$ cat src/rtl/mem_bus_arbiter.sv
// mem_bus_arbiter: shares one memory port between I-cache (req 0) and D-cache (req 1), sequencing line transfers.
// Define MEM_ARB_FIXED_PRI_EN for fixed priority (requester 1 wins); default is round-robin.
module mem_bus_arbiter #(
  parameter int ADDR_W = 16,
  parameter int DATA_W = 32,
  parameter int LINE_WORDS = 4,
  parameter int MEM_LAT = 4,
  localparam int LB = $clog2(LINE_WORDS)
) (
  input  logic              clk,
  input  logic              reset,
  input  logic [1:0]        req,
  input  logic [1:0]        rw,
  input  logic [ADDR_W-1:0] addr0,
  input  logic [ADDR_W-1:0] addr1,
  input  logic [DATA_W-1:0] wdata0,
  input  logic [DATA_W-1:0] wdata1,
  output logic [1:0]        gnt,
  output logic [LB-1:0]     beat,
  output logic              rvalid,
  output logic [DATA_W-1:0] rdata,
  output logic [1:0]        done,
  output logic              mem_strobe,
  output logic              mem_rw,
  output logic [ADDR_W-1:0] mem_addr,
  output logic [DATA_W-1:0] mem_wdata,
  input  logic [DATA_W-1:0] mem_rdata
);
  localparam int CW = MEM_LAT > 1 ? $clog2(MEM_LAT) : 1;
  typedef enum logic [2:0] {IDLE, ISSUE, WAIT, XFER, DONE} state_t;
  state_t state_q, state_d;
  logic [1:0] gnt_q, gnt_d, win;
  logic [LB-1:0] beat_q, beat_d;
  logic [CW-1:0] cnt_q, cnt_d;
  logic rw_q, rw_d, last_q, last_d, rvalid_q, rvalid_d, act;
  logic [ADDR_W-1:0] base_q, base_d;
  logic [DATA_W-1:0] rdata_q, rdata_d;
`ifdef MEM_ARB_FIXED_PRI_EN
  assign win = req[1] ? 2'b10 : 2'b01;
`else
  // last_q names the requester served most recently; on a tie the other one wins
  assign win = (req == 2'b11) ? (last_q ? 2'b01 : 2'b10) : (req[1] ? 2'b10 : 2'b01);
`endif
  always_comb begin
    state_d = state_q;
    gnt_d = gnt_q;
    beat_d = beat_q;
    cnt_d = cnt_q;
    rw_d = rw_q;
    base_d = base_q;
    last_d = last_q;
    rdata_d = rdata_q;
    rvalid_d = 1'b0;
    case (state_q)
      IDLE: if (|req) begin
        gnt_d = win;
        rw_d = win[1] ? rw[1] : rw[0];
        base_d = win[1] ? addr1 : addr0;
        beat_d = '0;
        state_d = ISSUE;
      end
      ISSUE: begin
        cnt_d = CW'(MEM_LAT - 1);
        state_d = WAIT;
      end
      WAIT: if (cnt_q == '0) state_d = XFER;
            else cnt_d = cnt_q - 1'b1;
      XFER: begin
        rdata_d = rw_q ? mem_rdata : rdata_q;
        rvalid_d = rw_q;
        state_d = (beat_q == LB'(LINE_WORDS - 1)) ? DONE : ISSUE;
        beat_d = (beat_q == LB'(LINE_WORDS - 1)) ? beat_q : beat_q + 1'b1;
      end
      DONE: begin
        gnt_d = '0;
        beat_d = '0;
        last_d = gnt_q[1];
        state_d = IDLE;
      end
      default: state_d = IDLE;
    endcase
  end
  always_ff @(posedge clk) begin
    if (reset) begin
      state_q <= IDLE;
      gnt_q <= '0;
      beat_q <= '0;
      cnt_q <= '0;
      rw_q <= 1'b0;
      base_q <= '0;
      last_q <= 1'b1;
      rdata_q <= '0;
      rvalid_q <= 1'b0;
    end else begin
      state_q <= state_d;
      gnt_q <= gnt_d;
      beat_q <= beat_d;
      cnt_q <= cnt_d;
      rw_q <= rw_d;
      base_q <= base_d;
      last_q <= last_d;
      rdata_q <= rdata_d;
      rvalid_q <= rvalid_d;
    end
  end
  assign act = (state_q == ISSUE) || (state_q == WAIT) || (state_q == XFER);
  assign gnt = gnt_q;
  assign beat = beat_q;
  assign rvalid = rvalid_q;
  assign rdata = rdata_q;
  assign done = (state_q == DONE) ? gnt_q : 2'b00;
  assign mem_strobe = state_q == ISSUE;
  assign mem_rw = act & rw_q;
  assign mem_addr = act ? ((base_q & ~ADDR_W'(LINE_WORDS - 1)) | ADDR_W'(beat_q)) : '0;
  assign mem_wdata = gnt_q[1] ? wdata1 : wdata0;
endmodule
$ cat config.mk
export PLATFORM = sky130hd
export DESIGN_NAME = mem_bus_arbiter
export DESIGN_NICKNAME = d
export VERILOG_FILES = /design/src/rtl/mem_bus_arbiter.sv
export SDC_FILE = /design/constraint.sdc
export NUM_CORES = 1
export LEC_CHECK = 0
export BUFFER_PORTS_ARGS = -buffer_cell sky130_fd_sc_hd__buf_2
export CORE_MARGIN = 2
export CORE_UTILIZATION = 43
export CTS_CLUSTER_SIZE = 12
export DETAILED_ROUTE_END_ITERATION = 8
export PLACE_DENSITY = 0.95
export SLEW_MARGIN = 30
export SYNTH_ARGS = -nofsm -noshare
export SYNTH_HDL_FRONTEND = slang
export SYNTH_SLANG_ARGS = --single-unit
$ cat constraint.sdc
create_clock -name clk -period 3.52 [get_ports clk]
set_input_delay 0.176 -clock clk [delete_from_list [all_inputs] [get_ports clk]]
set_output_delay 0.176 -clock clk [all_outputs]
set_load 0.02 [all_outputs]
==> results by group <==
Power and ir drop
  • Share of power burned in registers: 0.410
  • Comb pwr share: 0.296
  • Internal power consumption: 1.26 mW
  • Psw: 603 uW
  • Leakage power: 1.98 nW
  • VDD IR max: roughly 0.33 mV
  • Power density cells: 453 nW/um^2
  • Fraction of power spent switching nets: 0.324
  • Share of total power in the clock network: 0.294

Global routing
  • Initial antenna violation count: 0
  • Pin count of the biggest net entering global routing: 58
  • Wire length of the first global-routing pass: 14400 um
  • Total global routing track utilization: 0.240
  • Number of global-route vias before repair: 3154
  • Overflow after GRT: 0

Clock tree
  • Clock insertion delay at the later pin of the skew report: 310 ps
  • Clock input transition at the sequential cells of the worst setup and hold paths: 60 ps
  • Number of H-tree levels: 3
  • Maximum clock path buffer count: 2
  • Total of cells resized after clock tree synthesis: 0
  • Clock tree from TritonCTS: done
  • Number of CTS-inserted buffers: 9
  • Setup repair bufs after CTS: 0
  • Clock tree root driver cell: clkbuf_8
  • Number of buffers inserted for hold repair after clock tree synthesis: 0
  • Number of sinks driven by the clock tree: 58

STA
  • Setup repair after global routing missed its margin: false
  • Post-route fraction of the period consumed by the critical path: 0.643
  • Max Slew Vio Count: 0
  • Actual slew at the worst max-slew pin: 741 ps
  • Max Freq: 442 MHz
  • Headroom to the max-slew limit: 0.505
  • Hold Violations, Final: 0
  • Min Tclk post-route: 2260 ps
  • Sum of negative setup slack: 0 ps
  • Worst hold slack: 93.9 ps
  • Clock skew after layout: 5.18 ps
  • Total of endpoints with negative setup slack in the final report: 0

Final layout
  • Syn-to-layout area delta: 42.5%
  • Layout filler cell count: 565
  • Antenna Diode Count: 0
  • Layout Cells excl Fill: 628
  • Share of layout cells above drive strength 1: 0.495
  • Post-layout util: 0.639
  • Number of nets in the finished design: 682

Synthesis
  • Total of warnings raised by yosys: 0
  • Top area cells in the synthesized netlist: dfxtp_1, nand2_1, mux2_2, a21oi_1, a311oi_1
  • Ys flop type: dfxtp_1
  • Number of distinct library cells after synthesis: 39
  • Cell count after synthesis: 344
  • Ys async rst share: 0
  • Area fraction of the dominant cell type after synthesis: 0.403
  • Biggest area consumer among synthesized cells: dfxtp_1
  • Synth top cells by count: nand2_1, dfxtp_1, a21oi_1, mux2_2, and2_1
  • Netlist area before placement: 2880 um^2
  • Syn avg cell area: approximately 8.4 um^2
  • Register area share after synthesis: 0.403
  • Net count after synthesis: 480
  • #FFs+latches synth: between 50 and 60
  • Count of flip-flops with a built-in enable after synthesis: 0
  • Most common cell in the synthesized netlist: nand2_1

Placement
  • Routability congestion estimate: between 0.9 and 1
  • HPWL after DPL: between 6000 and 7000 um
  • Number of I/O port buffers: 218
  • Cells after DPL: approximately 610

Routing
  • Count of nets left with antenna violations after detail routing: 0
  • WL per Instance: 13.9 um
  • Detailed Routing Iterations Pass 1: 7
  • Detailed-route wire length: 8750 um
  • Number of design rule violations left after detail routing: 14
  • Via count: between 3000 and 4000
  • Starting DRC count in detailed routing: 105
  • Ratio of routed vias to standard cells: 5.04

Setup path
  • Cell repeated most along the worst path: nor2_2
  • CP Launch Type: register
  • Crit path cell chain: nor2_2, nor2_2, and2_1, buf_2
  • Largest stage delay on the critical path: 640 ps
  • Data required time of the worst path: between 3000 and 4000 ps
  • Arrival time at the worst endpoint: ~2100 ps
  • Cell family with the largest share of critical-path delay: simple AND/OR/NAND/NOR gates
  • Cell at the slowest stage of the critical path: nor2_2
  • Classification of the worst setup path: reg2out
  • Category of the worst setup path capture point: primary output
  • Worst path buffer plus inverter count: 1
  • Top fanout value on the critical path: 20

Job
  • Max Cap Viol: 0

Status
  • Violated checks: design-rule violations
  • Outcome: complete, but fails checks

Floorplan
  • Die Y: 85.9 um
  • Die span in x: about 86 um
  • Std-Cell Core Area: 6420 um^2
  • Floorplan die area: 7370 um^2
  • Initial Utilization: 0.449
  • Top-level port count: 223
  • Row count: 29

Hold path
  • Hold WC Path Type: in2reg
[placed cells by master, fill, tap and decap left out, types with 2 or more instances in the layout]
cell type  instances
a311oi_1          14
nor3_1             3
o21ai_0            2
and2_1            17
ha_1               2
nand2_1           97
clkbuf_8          12
buf_2            217
mux2_2            32
o21bai_1           2
and3_1             2
nor2_2             3
nor2_1             3
inv_1              4
clkbuf_1           2
buf_4              3
a21oi_1           50
dfxtp_1           58
a221oi_1           2
clkinv_2           2
o211ai_1           3
or4b_1             2
nand3_1            2
[power groups by stage]
stage | Sequential (mW) | Combinational [mW] | Clock [mW]
floorplan | 0.767 | 0.387 | 0
global placement | 0.773 | 0.533 | 0
detailed placement | 0.775 | 0.550 | 0
CTS | 0.763 | 0.552 | 0.567
global route | 0.774 | 0.607 | 0.587
finish | 0.763 | 0.552 | 0.547
[metrics by stage]
step	instance area, um^2	total power [mW]	worst slack (ps)
after floorplan	2880	1.15	2050
after detailed placement	3920	1.33	1390
after global placement	3920	1.31	1440
final	4110	1.86	1260
after CTS	4100	1.88	1020
after global routing	4110	1.97	1030
[final timing paths]
path	startpoint	depth (start not counted)	slack, ps	endpoint
setup / recovery	state_q[0]$_SDFFE_PP0P_	4	1260	mem_addr[5]
hold / removal	mem_rdata[23]	3	90	rdata[23]$_SDFFE_PP0P_
setup reg to reg	state_q[0]$_SDFFE_PP0P_	3	1860	base_q[8]$_SDFFE_PP0P_
hold reg to reg	rdata[18]$_SDFFE_PP0P_	2	450	rdata[18]$_SDFFE_PP0P_
[area by class of cell]
class                      count  area (um^2)  share of cell area
clock buffer                  14          173              0.0421
clock inverter                 2         10.0             0.00244
inverter                       4         15.0             0.00366
multi-input combinational    253         1540               0.375
sequential                    58         1160               0.283
tap                           77         96.3              0.0235
timing repair buffer         220         1110               0.270
[cell families (layout without fill, tap and decap cells)]
group | count (synthesis) | count (layout) | share of synthesized area
AO/OA/AOI/OAI | 82 | 82 | 0.184
XOR/XNOR | 1 | 1 | 0.00304
adder cells (fa/ha/maj) | 2 | 2 | 0.00868
buffers and inverters | 33 | 240 | 0.0634
flip-flops | 58 | 58 | 0.403
multiplexers | 32 | 32 | 0.125
AND/OR/NAND/NOR | 136 | 136 | 0.213
[worst min-delay path, stage by stage]
cell,delay (ps)
buf_2,90
nand2_1,40
a21oi_1,50
[sequential cells by signal, summed over array words and instances, names as in the netlist]
| signal | cells |
|---|---|
| rdata | 32 |
| base_q | 14 |
| state_q | 3 |
| beat | 2 |
| cnt_q | 2 |
| gnt | 2 |
| last_q | 1 |
| rvalid | 1 |
| rw_q | 1 |
[layer usage]
metal	GRT usage	share of wire	vias to the layer above
met3	0.0789	0.091	8
met4	0.0635	0.0043	0
met1	0.299	0.42	1427
met2	0.399	0.48	139
met5	0	0	-
li1	-	-	1589
(Power assumes the default switching activity.)
